==> config.mk <==
export PLATFORM = sky130hd
export DESIGN_NAME = branch_exec_unit
export DESIGN_NICKNAME = d
export VERILOG_FILES = /design/src/rtl/branch_exec_unit.sv
export SDC_FILE = /design/constraint.sdc
export NUM_CORES = 1
export LEC_CHECK = 0
export CORE_ASPECT_RATIO = 1.2
export CORE_MARGIN = 3
export CORE_UTILIZATION = 51
export CTS_BUF_LIST = sky130_fd_sc_hd__clkbuf_8
export DETAILED_ROUTE_END_ITERATION = 7
export HOLD_SLACK_MARGIN = 0.15
export PLACE_DENSITY = 0.78
export SYNTH_ARGS = -nofsm -noshare
export SYNTH_HDL_FRONTEND = slang
export SYNTH_SLANG_ARGS = --single-unit
==> constraint.sdc <==
create_clock -name clk -period 7.1 [get_ports clk]
set_input_delay 0.71 -clock clk [delete_from_list [all_inputs] [get_ports clk]]
set_output_delay 0.71 -clock clk [all_outputs]
set_load 0.03 [all_outputs]
==> src/rtl/branch_exec_unit.sv <==
// Branch execution unit: resolves B, B<cond>, BL and BX/BLX,
// then drives PC/LR write strobes and a fetch/decode flush window.
module branch_exec_unit #(
    parameter int DATA_W       = 32,
    parameter int PC_AHEAD     = 4,
    parameter int FLUSH_CYCLES = 2
) (
    input  logic              clk,
    input  logic              rst,
    input  logic              br_valid,
    output logic              br_ready,
    input  logic [1:0]        br_mode,
    input  logic              br_link,
    input  logic [3:0]        br_cond,
    input  logic [3:0]        flags_nzcv,
    input  logic [DATA_W-1:0] offset,
    input  logic [DATA_W-1:0] rm_val,
    input  logic [DATA_W-1:0] in_pc,
    output logic [DATA_W-1:0] pc_out,
    output logic              pc_we,
    output logic [DATA_W-1:0] lr_out,
    output logic              lr_we,
    output logic              flush,
    output logic              taken,
    output logic              fault,
    output logic              done
);

    localparam int CW = (FLUSH_CYCLES > 0) ? $clog2(FLUSH_CYCLES + 1) : 1;

    typedef enum logic [1:0] {
        S_IDLE,
        S_EXEC,
        S_FLUSH
    } state_t;

    state_t            r_state;
    logic [CW-1:0]     r_cnt;

    logic [1:0]        r_mode;
    logic              r_link;
    logic [3:0]        r_cond;
    logic [3:0]        r_nzcv;
    logic [DATA_W-1:0] r_off;
    logic [DATA_W-1:0] r_rm;
    logic [DATA_W-1:0] r_pc;

    logic [DATA_W-1:0] r_pc_out;
    logic [DATA_W-1:0] r_lr_out;
    logic              r_pc_we;
    logic              r_lr_we;
    logic              r_flush;
    logic              r_taken;
    logic              r_fault;
    logic              r_done;

    logic              w_n;
    logic              w_z;
    logic              w_c;
    logic              w_v;
    logic              w_cond_ok;
    logic [DATA_W-1:0] w_rel;
    logic [DATA_W-1:0] w_target;
    logic [DATA_W-1:0] w_lr;
    logic              w_fault;
    logic              w_taken;
    logic              w_link;

    assign w_n = r_nzcv[3];
    assign w_z = r_nzcv[2];
    assign w_c = r_nzcv[1];
    assign w_v = r_nzcv[0];

    // Evaluate the latched condition code against the latched flags
    always_comb begin
        w_cond_ok = 1'b0;
        case (r_cond)
            4'h0:    w_cond_ok = w_z;
            4'h1:    w_cond_ok = !w_z;
            4'h2:    w_cond_ok = w_c;
            4'h3:    w_cond_ok = !w_c;
            4'h4:    w_cond_ok = w_n;
            4'h5:    w_cond_ok = !w_n;
            4'h6:    w_cond_ok = w_v;
            4'h7:    w_cond_ok = !w_v;
            4'h8:    w_cond_ok = w_c && !w_z;
            4'h9:    w_cond_ok = !w_c || w_z;
            4'hA:    w_cond_ok = (w_n == w_v);
            4'hB:    w_cond_ok = (w_n != w_v);
            4'hC:    w_cond_ok = !w_z && (w_n == w_v);
            4'hD:    w_cond_ok = w_z || (w_n != w_v);
            4'hE:    w_cond_ok = 1'b1;
            default: w_cond_ok = 1'b0;
        endcase
    end

    assign w_rel = (r_pc + DATA_W'(PC_AHEAD) + r_off)
                 & ~DATA_W'(1);

    assign w_target = (r_mode == 2'b11) ? (r_rm & ~DATA_W'(1)) : w_rel;

    // BX/BLX with bit0 clear would switch to ARM state, which the core lacks
    assign w_fault = (r_mode == 2'b11) && !r_rm[0];

    assign w_taken = !w_fault && ((r_mode != 2'b01) || w_cond_ok);

    assign w_link = (r_mode == 2'b10) || ((r_mode == 2'b11) && r_link);

    // BL is a 32-bit encoding, BLX a 16-bit one; bit0 marks Thumb state
    assign w_lr = (r_pc + ((r_mode == 2'b10) ? DATA_W'(4) : DATA_W'(2)))
                | DATA_W'(1);

    // Control FSM with registered strobes and held target/link values
    always_ff @(posedge clk or posedge rst) begin
        if (rst) begin
            r_state  <= S_IDLE;
            r_cnt    <= '0;
            r_mode   <= '0;
            r_link   <= 1'b0;
            r_cond   <= '0;
            r_nzcv   <= '0;
            r_off    <= '0;
            r_rm     <= '0;
            r_pc     <= '0;
            r_pc_out <= '0;
            r_lr_out <= '0;
            r_pc_we  <= 1'b0;
            r_lr_we  <= 1'b0;
            r_flush  <= 1'b0;
            r_taken  <= 1'b0;
            r_fault  <= 1'b0;
            r_done   <= 1'b0;
        end else begin
            r_pc_we <= 1'b0;
            r_lr_we <= 1'b0;
            r_fault <= 1'b0;
            r_done  <= 1'b0;
            case (r_state)
                S_IDLE: begin
                    r_flush <= 1'b0;
                    r_taken <= 1'b0;
                    if (br_valid) begin
                        r_mode  <= br_mode;
                        r_link  <= br_link;
                        r_cond  <= br_cond;
                        r_nzcv  <= flags_nzcv;
                        r_off   <= offset;
                        r_rm    <= rm_val;
                        r_pc    <= in_pc;
                        r_state <= S_EXEC;
                    end
                end
                S_EXEC: begin
                    r_taken <= w_taken;
                    r_fault <= w_fault;
                    if (w_taken) begin
                        r_pc_out <= w_target;
                        r_pc_we  <= 1'b1;
                        if (w_link) begin
                            r_lr_out <= w_lr;
                            r_lr_we  <= 1'b1;
                        end
                        if (FLUSH_CYCLES == 0) begin
                            r_done  <= 1'b1;
                            r_state <= S_IDLE;
                        end else begin
                            r_flush <= 1'b1;
                            r_cnt   <= CW'(FLUSH_CYCLES);
                            r_done  <= (FLUSH_CYCLES == 1);
                            r_state <= S_FLUSH;
                        end
                    end else begin
                        r_done  <= 1'b1;
                        r_state <= S_IDLE;
                    end
                end
                S_FLUSH: begin
                    if (r_cnt <= CW'(1)) begin
                        r_flush <= 1'b0;
                        r_taken <= 1'b0;
                        r_state <= S_IDLE;
                    end else begin
                        r_cnt  <= r_cnt - CW'(1);
                        r_done <= (r_cnt == CW'(2));
                    end
                end
                default: r_state <= S_IDLE;
            endcase
        end
    end

    assign br_ready = (r_state == S_IDLE);
    assign pc_out   = r_pc_out;
    assign lr_out   = r_lr_out;
    assign pc_we    = r_pc_we;
    assign lr_we    = r_lr_we;
    assign flush    = r_flush;
    assign taken    = r_taken;
    assign fault    = r_fault;
    assign done     = r_done;

endmodule
==> key figures, run 1 <==
Drt
  – WL final: roughly 22 mm
  – DRC viols: 0
  – Vias/cell: 5.508
  – DR pass1 iterations: 4
  – Initial DRC count: 338
  – Via count: between 7000 and 8000
  – Post-route ant nets: 0
  – DR WL/cell: roughly 17 um

GRT
  – Global route hottest layer: met2
  – Initial antenna violation count: 1
  – GRT Util Overall: 21.69%
  – GR Layer Usage met1: between 20% and 30%
  – Vias in the first global route: a little over 7000
  – Met3 GRT Util: slightly below 5%
  – First-pass GRT wire length: between 30 and 40 mm
  – M2 GR Usage: between 30% and 40%
  – Largest net degree at the start of global routing: 108
  – Grt ovf: 0

Worst setup path
  – Worst Setup End Kind: flop
  – CP arrival: ~3.7 ns
  – Setup CP Type: reg -> reg
  – Reg-to-reg startpoint: r_pc[1]
  – CP required: 7.47 ns
  – Worst Setup SP: r_pc[1]
  – Worst Setup Start Kind: flop
  – CP max FO: 6

Logic synthesis
  – Area leader, netlist: dfrtp_1
  – Synthesized Nets: between 1000 and 1500
  – Top post-synthesis cells by area: dfrtp_1 (46%), mux2_2 (13%), ha_1 (8.7%)
  – Top FF cell, synth: dfrtp_1
  – Cell Area, Synth: between 9000 and 10000 um^2
  – #FFs+latches synth: 180
  – Synth Area per Inst: ~11 um^2
  – Ys async rst share: 100.0%
  – Yosys cell types: a little over 60
  – Post-synthesis sequential area ratio: 46.07%
  – Post-synth EDFFs: 0
  – Synth top area share: between 40% and 50%
  – Syn Inst Count: 902
  – Syn. warnings: 0

Die
  – Die height: 157.7 um
  – Initial Util: between 50% and 60%
  – Core Rows: 54
  – Die area: between 20000 and 25000 um^2
  – Die X: 132.4 um
  – Core box area: approximately 19000 um^2
  – Total I/O pin count: 181

Placed design
  – DP Worst Slack: around 3.8 ns
  – DP HPWL: between 15 and 20 mm
  – Placer Congestion: slightly below 0.9
  – Input/output buffers: 179

Layout
  – Share of layout cells above drive strength 1: about 16%
  – Synth-to-layout area growth: 24.30%
  – Filler cells: about 1600
  – Fin nets: approximately 1200

STA
  – Slew headroom: 33.64%
  – Tcrit/Tclk final: 47.28%
  – Clk_skew: between 0.01 and 0.015 ns
  – Fmax: approximately 300 MHz
  – RSZ-0062 raised after global routing: false
  – Final hold vios: 0
  – Final Max Slew Viols: 0
  – Final setup margin: about 3.7 ns
  – Total Neg Setup Slack: 0 ns
  – Final setup viols: 0
  – Min Clock Period, post-route: between 3 and 4 ns
  – Tightest Pin Transition: ~1.0 ns

Clock tree
  – Sink Count: 180
  – Clock slew seen by the registers of the worst setup and hold paths: ~0.1 ns
  – CTS Buffer Depth: 2
  – Skew-Pair Late Insertion Delay: between 0.4 and 0.5 ns
  – # resized after CTS: 0
  – Root Driver: clkbuf_8
  – # hold bufs at CTS: 0
  – TritonCTS Buffers: 17
  – H-tree lvl count: 4
  – CTS tree: built
  – Setup bufs post-CTS: 0

Hold path
  – HP Start: lr_out[0]
  – HP Class: reg -> reg

Run status
  – Outcome: finished, final reports clean

Flow run
  – Max_cap viols: 0
cells in the mapped netlist, drive strengths merged, types with 11 or more instances:
cell type and instances:
o21ai 40, nor3 11, a21o 18, nand4 14, inv 27, nand3 18, nor2 64, xor2 29
xnor2 24, clkbuf 19, ha 68, nand2 64, mux2 110, and3 12, dfrtp 180, a21oi 79
buf 20
layout make-up:
class / count / area [um^2] / share of cell area, %
well taps: 252 / 315.3 / 2.594
inverters: 27 / 108.9 / 0.8956
multi-input cells: 656 / 4987 / 41.03
repair buffers: 183 / 1822 / 14.99
clock inverters: 15 / 180.2 / 1.482
diodes: 1 / 2.502 / 0.02059
clock buffers: 17 / 234.0 / 1.925
flip-flops and latches: 180 / 4504 / 37.06
cell usage in the layout, fill, tap and decap left out, types with 3 or more instances in the layout:
cell / n
inv_1: 25
nor2_1: 63
a21oi_1: 69
mux2i_1: 7
clkbuf_8: 17
and2_1: 6
buf_4: 4
a311oi_1: 3
nor3_1: 11
a21o_1: 18
nand2b_1: 7
a21oi_2: 10
or2_2: 4
and4_1: 4
mux2_2: 110
a31oi_1: 4
nand4_1: 14
inv_8: 5
nand2_1: 62
a211oi_1: 9
xor2_1: 29
o211ai_1: 9
and3_1: 12
inv_6: 6
o21bai_1: 7
clkdlybuf4s50_1: 179
o2111ai_1: 3
ha_1: 68
xnor2_1: 24
nor2b_1: 6
o21a_1: 7
nand3_1: 18
dfrtp_1: 180
o21ai_0: 40
cell families after synthesis:
kind of cell / after synthesis / share of synthesized area [%]
flip-flops: 180 / 46.07
other: 1 / 0.03835
buffers and inverters: 66 / 3.007
adder cells (fa/ha/maj): 70 / 9.111
AND/OR/NAND/NOR: 215 / 10.51
multiplexers: 117 / 13.38
AO/OA/AOI/OAI: 200 / 13.14
XOR/XNOR: 53 / 4.747
critical path: stages, from the launching register on:
cell and delay, ns:
dfrtp_1 0.41, ha_1 0.28, ha_1 0.18, inv_1 0.06, fa_1 0.37, nor2b_1 0.19
o2111ai_1 0.17, a21oi_1 0.24, o2111ai_1 0.32, a311oi_1 0.46, o21bai_1 0.14, a21o_1 0.19
a32o_1 0.24
final timing paths:
| check | end | slack [ns] | depth (start not counted) |
|---|---|---|---|
| min | lr_out[0] | 0.49 | 1 |
| min reg2reg | lr_out[0] | 0.49 | 1 |
| min in group asynchronous | lr_out[28] | 0.79 | 2 |
| max | pc_out[27] | 3.74 | 12 |
| max in group asynchronous | r_pc[3] | 4.88 | 3 |
| max reg2reg | pc_out[27] | 3.74 | 12 |
metal layers:
layer / vias up / share of wire [%] / wire (um)
li1: 3546 / - / -
met1: 3584 / 42 / 9485
met2: 175 / 51 / 11450
met3: 26 / 4.5 / 1010
met4: 0 / 2.1 / 464
met5: - / 0 / 0
metrics by stage:
step | instances | utilization, % | instance area (um^2) | hold slack (ns)
global placement | 1298 | 63.40 | 11740 | 0.4521
finish | 1331 | 65.65 | 12150 | 0.4850
floorplan | 902 | - | 9778 | 0.4706
CTS | 1330 | 65.64 | 12150 | 0.4889
detailed placement | 1298 | 63.40 | 11740 | 0.4657
global route | 1331 | 65.65 | 12150 | 0.5102
state kept, by name, summed over array words and instances, names as in the netlist, 2 cells and up:
register	cells
pc_out	31
lr_out	32
r_pc	32
r_mode	2
r_off	32
r_cond	4
r_state	2
r_cnt	2
r_rm	32
r_nzcv	4
Power of run 1 is not shown: default switching activity piles up to over one toggle a cycle in this logic, so the estimate is an artifact.
==> run 2: changes to the inputs <==
==> constraint.sdc (replaced) <==
create_clock -name clk -period 3.5 [get_ports clk]
set_input_delay 0.35 -clock clk [delete_from_list [all_inputs] [get_ports clk]]
set_output_delay 0.35 -clock clk [all_outputs]
set_load 0.03 [all_outputs]
==> run 2 against run 1 <==
  * Core utilization increased by 0.33 points
  * Final area rose by 0.50%
  * Count of clock-buffer cells in the layout stayed put
  * Worst hold slack worse by 0.13 ns
  * Die area did not move
  * Critical path depth rose by 1
  * Maximum frequency grew 6.0%
  * Global-route usage up 1.1 points
==> key figures, run 2 (synthesis gave the netlist of run 1 again) <==
GRT
  – Initial antenna violation count: 0
  – GRT Util Overall: a little under a quarter
  – Grt ovf: 0
  – First-pass GRT wire length: around 38 mm
  – Largest net degree at the start of global routing: around 120
  – Vias in the first global route: about 7700

Worst setup path
  – Reg-to-reg startpoint: r_pc[1]
  – FF-to-FF End: pc_out[25]
  – CP arrival: around 3.6 ns
  – Worst Setup End Kind: flop
  – Worst reg-to-reg setup slack: 0.33 ns
  – CP required: just under 4 ns
  – Setup CP Type: reg -> reg
  – Worst Setup Start Kind: flop
  – Worst Setup SP: r_pc[1]
  – End point of the critical path: pc_out[25]
  – CP max FO: 5
  – R2r worst-path depth: 13

Layout
  – Fin nets: 1251
  – Filler cells: 1526
  – Layout Cells excl Fill: around 1300
  – Synth-to-layout area growth: 24.93%
  – Commonest cells after routing, fill and taps aside: dfrtp_1 (180), clkdlybuf4s50_1 (179), mux2_2 (110), a21oi_1 (68), ha_1 (68)
  – Register area: between 4000 and 5000 um^2
  – Multi-input gate area: around 5000 um^2
  – Share of layout cells above drive strength 1: between 15 and 20%
  – Ant. Diodes: 0
  – Commonest non-fill, non-tap cell in the layout: dfrtp_1

Clock tree
  – Sink Count: 180
  – CTS tree: built
  – CTS Buffer Depth: 2
  – H-tree lvl count: 4
  – Skew-Pair Late Insertion Delay: ~0.47 ns
  – # hold bufs at CTS: 0
  – # resized after CTS: 0
  – TritonCTS Buffers: 17
  – Root Driver: clkbuf_8
  – Clock slew seen by the registers of the worst setup and hold paths: 0.11 ns
  – Setup bufs post-CTS: 0

Drt
  – DR pass1 iterations: 5
  – Vias/cell: roughly 5.5
  – Via count: 7304
  – Initial DRC count: around 300
  – DR WL/cell: roughly 17 um
  – DRC viols: 0
  – Post-route ant nets: 0
  – WL final: about 23 mm

Flow run
  – Max_cap viols: 0

STA
  – Slew headroom: ~58%
  – Fmax: roughly 320 MHz
  – Final hold vios: 0
  – Tightest Pin Transition: between 0.6 and 0.7 ns
  – Tcrit/Tclk final: around 90%
  – RSZ-0062 raised after global routing: false
  – Min Clock Period, post-route: around 3.2 ns
  – Final Max Slew Viols: 0
  – Clk_skew: roughly 0.018 ns
  – Total Neg Setup Slack: 0 ns
  – Final setup viols: 0

Die
  – Die area: about 21000 um^2
  – Initial Util: about 53%
  – Total I/O pin count: about 180
  – Die height: 157.7 um
  – Core box area: ~19000 um^2
  – Core Rows: 54
  – Die X: 132.4 um

Placed design
  – DP HPWL: about 18 mm
  – Cell total after placement: around 1300
  – Placer Congestion: about 0.9
  – Input/output buffers: 179

Run status
  – Outcome: finished, final reports clean

Hold path
  – HP Class: in -> async
[run 2: changes by cell type in the layout (fill, tap and decap cells not counted)]
cell and delta:
a21oi_1 -1, a21oi_2 +1, buf_12 +4, buf_4 +2, bufinv_16 -1, clkinv_2 +1, clkinv_4 +2, clkinvlp_4 +4
diode_2 -1, inv_6 -4, inv_8 -2
[run 2: area by class of cell]
| type | count | area share (%) |
|---|---|---|
| Tap cell | 252 | 2.581 |
| Clock buffer | 17 | 1.915 |
| Timing Repair Buffer | 189 | 15.69 |
| Clock inverter | 15 | 1.198 |
| Sequential cell | 180 | 36.87 |
| Multi-Input combinational cell | 656 | 40.86 |
| Inverter | 27 | 0.8809 |
[run 2: worst min-delay path by stage]
| stage | startpoint | endpoint | slack [ns] | cells past startpoint |
|---|---|---|---|---|
| floorplan | r_pc[0] | r_pc[0] | 0.47 | 1 |
| global placement | lr_out[0] | lr_out[0] | 0.45 | 1 |
| detailed placement | lr_out[0] | lr_out[0] | 0.46 | 1 |
| CTS | rst | lr_out[22] | 0.35 | 3 |
| global route | rst | lr_out[22] | 0.38 | 3 |
| finish | rst | lr_out[23] | 0.36 | 3 |
[run 2: through the flow]
stage	hold WS, ns	util [%]	setup slack [ns]	instance area [um^2]
final	0.3576	65.98	0.3333	12220
after global routing	0.3784	65.98	0.0009908	12220
after CTS	0.3547	65.96	0.2810	12210
after detailed placement	0.4633	63.91	0.3436	11830
after global placement	0.4510	63.91	0.4204	11830
after floorplan	0.4706	-	0.5335	9782
[run 2: metal layers]
layer | routed length (um) | vias to the layer above | global-route usage, %
met3 | 955 | 33 | 4.577
li1 | - | 3557 | -
met5 | 0 | - | 0
met2 | 12050 | 165 | 40.89
met4 | 569 | 0 | 7.624
met1 | 9579 | 3549 | 27.54
[run 2: critical path, cell delays in order, from the launching register on]
cell and delay (ns):
dfrtp_1 0.42, ha_1 0.28, ha_1 0.18, inv_1 0.06, fa_1 0.37, nor2b_1 0.20, o2111ai_1 0.18, a21oi_2 0.20
o2111ai_1 0.19, buf_4 0.20, a21oi_1 0.21, a221oi_1 0.15, xor2_1 0.16, a211oi_1 0.26
Power of run 2 is left out for the same reason.
==> run 3: changes to the inputs <==
--- a/config.mk
+++ b/config.mk
@@ -12,6 +12,7 @@
 export DETAILED_ROUTE_END_ITERATION = 7
 export HOLD_SLACK_MARGIN = 0.15
 export PLACE_DENSITY = 0.78
+export SETUP_SLACK_MARGIN = 0.3
 export SYNTH_ARGS = -nofsm -noshare
 export SYNTH_HDL_FRONTEND = slang
 export SYNTH_SLANG_ARGS = --single-unit
==> run 3 against run 2 <==
  * Non-clock buffer count is 2 higher
  * Setup slack gained 0.16 ns
  * Die area stayed put
  * Count of clock-buffer cells in the layout did not move
  * Critical path depth is 1 lower
  * Highest routed layer unchanged
  * Critical path type unchanged
  * Via count about the same
  * First-iteration DRC count is 3.1% lower
  * Critical endpoint is now pc_out[27]
  * Global-route usage stayed put
==> key figures, run 3 (synthesis gave the netlist of run 1 again) <==
Drt
  – WL final: roughly 23 mm
  – DR pass1 iterations: 6
  – Post-route ant nets: 0
  – Initial DRC count: ~290
  – Via count: 7306
  – Vias/cell: roughly 5.5
  – DRC viols: 0
  – DR WL/cell: around 17 um

Worst setup path
  – CP max FO: 3
  – CP required: ~3.9 ns
  – Worst reg-to-reg setup slack: between 0.4 and 0.5 ns
  – Worst Setup End Kind: flop
  – Setup CP Type: reg -> reg
  – Worst Setup Start Kind: flop
  – CP arrival: 3.37 ns

Die
  – Core box area: about 19000 um^2
  – Die X: 132.4 um
  – Die height: 157.7 um
  – Total I/O pin count: roughly 180
  – Core Rows: 54
  – Die area: 20880 um^2
  – Initial Util: 52.82%

Clock tree
  – CTS tree: built
  – H-tree lvl count: 4
  – TritonCTS Buffers: 17
  – Clock slew seen by the registers of the worst setup and hold paths: approximately 0.11 ns
  – Sink Count: 180
  – # hold bufs at CTS: 0
  – Skew-Pair Late Insertion Delay: between 0.4 and 0.5 ns
  – Root Driver: clkbuf_8
  – CTS Buffer Depth: 2

Flow run
  – Max_cap viols: 0

STA
  – Clk_skew: approximately 0.018 ns
  – Total Neg Setup Slack: 0 ns
  – Tightest Pin Transition: roughly 0.63 ns
  – Tcrit/Tclk final: a little under nine tenths
  – Slew headroom: roughly three fifths
  – Min Clock Period, post-route: between 3 and 4 ns
  – Final setup viols: 0
  – RSZ-0062 raised after global routing: false
  – Final hold vios: 0
  – Final Max Slew Viols: 0
  – Fmax: about 330 MHz

GRT
  – First-pass GRT wire length: 38.16 mm
  – Grt ovf: 0
  – Vias in the first global route: 7651
  – GRT Util Overall: 22.75%
  – Initial antenna violation count: 0
  – Largest net degree at the start of global routing: 115

Layout
  – Commonest cells after routing, fill and taps aside: dfrtp_1 (179), clkdlybuf4s50_1 (179), mux2_2 (110), ha_1 (67), a21oi_1 (66)
  – Fin nets: approximately 1300
  – Multi-input gate area: just over 5000 um^2
  – Filler cells: between 1500 and 2000
  – Ant. Diodes: 0
  – Share of layout cells above drive strength 1: between 10% and 20%
  – Register area: 4506 um^2
  – Synth-to-layout area growth: 25.67%

Placed design
  – DP HPWL: about 18 mm
  – Input/output buffers: 179
  – Placer Congestion: 0.9034

Hold path
  – HP Class: in -> async

Run status
  – Outcome: finished, final reports clean
run 3: changes by cell type in the layout (fill, tap and decap cells not counted), moves of 2 or more:
| cell | previous run | this run |
|---|---|---|
| o2111ai_2 | 0 | 3 |
| buf_4 | 6 | 8 |
| o2111ai_1 | 3 | 0 |
| a21oi_2 | 11 | 13 |
| a21oi_1 | 68 | 66 |
run 3: layer usage:
| layer | part of all wire [%] | track usage [%] |
|---|---|---|
| met1 | 41 | 27.54 |
| met2 | 52 | 40.89 |
| met3 | 4.2 | 4.577 |
| met4 | 2.5 | 7.624 |
| met5 | 0 | 0 |
run 3: area by class of cell:
class                      instances  area share (%)
clock buffer                      17           1.904
clock inverter                    15           1.191
tap                              252           2.566
inverter                          27          0.8757
multi-input combinational        656           41.08
sequential                       180           36.67
timing repair buffer             191           15.72
run 3: what timing repair did:
action / in CTS / in global routing
cloned: 0 / 0
setup endpoints to repair: 2 / 11
gates resized for setup: 1 / 14
setup buffers: 0 / 2
pin swaps: 1 / 7
run 3: worst paths after layout:
check,start,endpoint,depth (start not counted)
max,r_pc[1],pc_out[27],12
min,rst,lr_out[23],3
max reg2reg,r_pc[1],pc_out[27],12
min reg2reg,lr_out[0],lr_out[0],1
max in group asynchronous,rst,pc_out[3],3
min in group clk,rm_val[1],r_rm[1],2
run 3: per-stage QoR:
step	hold slack [ns]	setup WS, ns	instance area, um^2	util, %	cells
6_report	0.3547	0.4947	12290	66.38	1338
5_1_grt	0.3784	0.2881	12290	66.38	1338
3_3_place_gp	0.4510	0.4204	11830	63.91	1304
2_1_floorplan	0.4706	0.5335	9782	-	902
4_1_cts	0.3547	0.3312	12220	65.98	1336
3_5_place_dp	0.4633	0.3436	11830	63.91	1304
run 3: critical path: stages, from the launching register on:
cell and delay [ns]:
dfrtp_1 0.41, ha_1 0.28, ha_2 0.18, inv_1 0.05
fa_2 0.36, nor2b_4 0.14, o2111ai_2 0.16, a21oi_2 0.21
o2111ai_2 0.15, a311oi_2 0.36, o21bai_1 0.15, a21o_1 0.19
a32o_1 0.23
Power of run 3 is left out for the same reason.
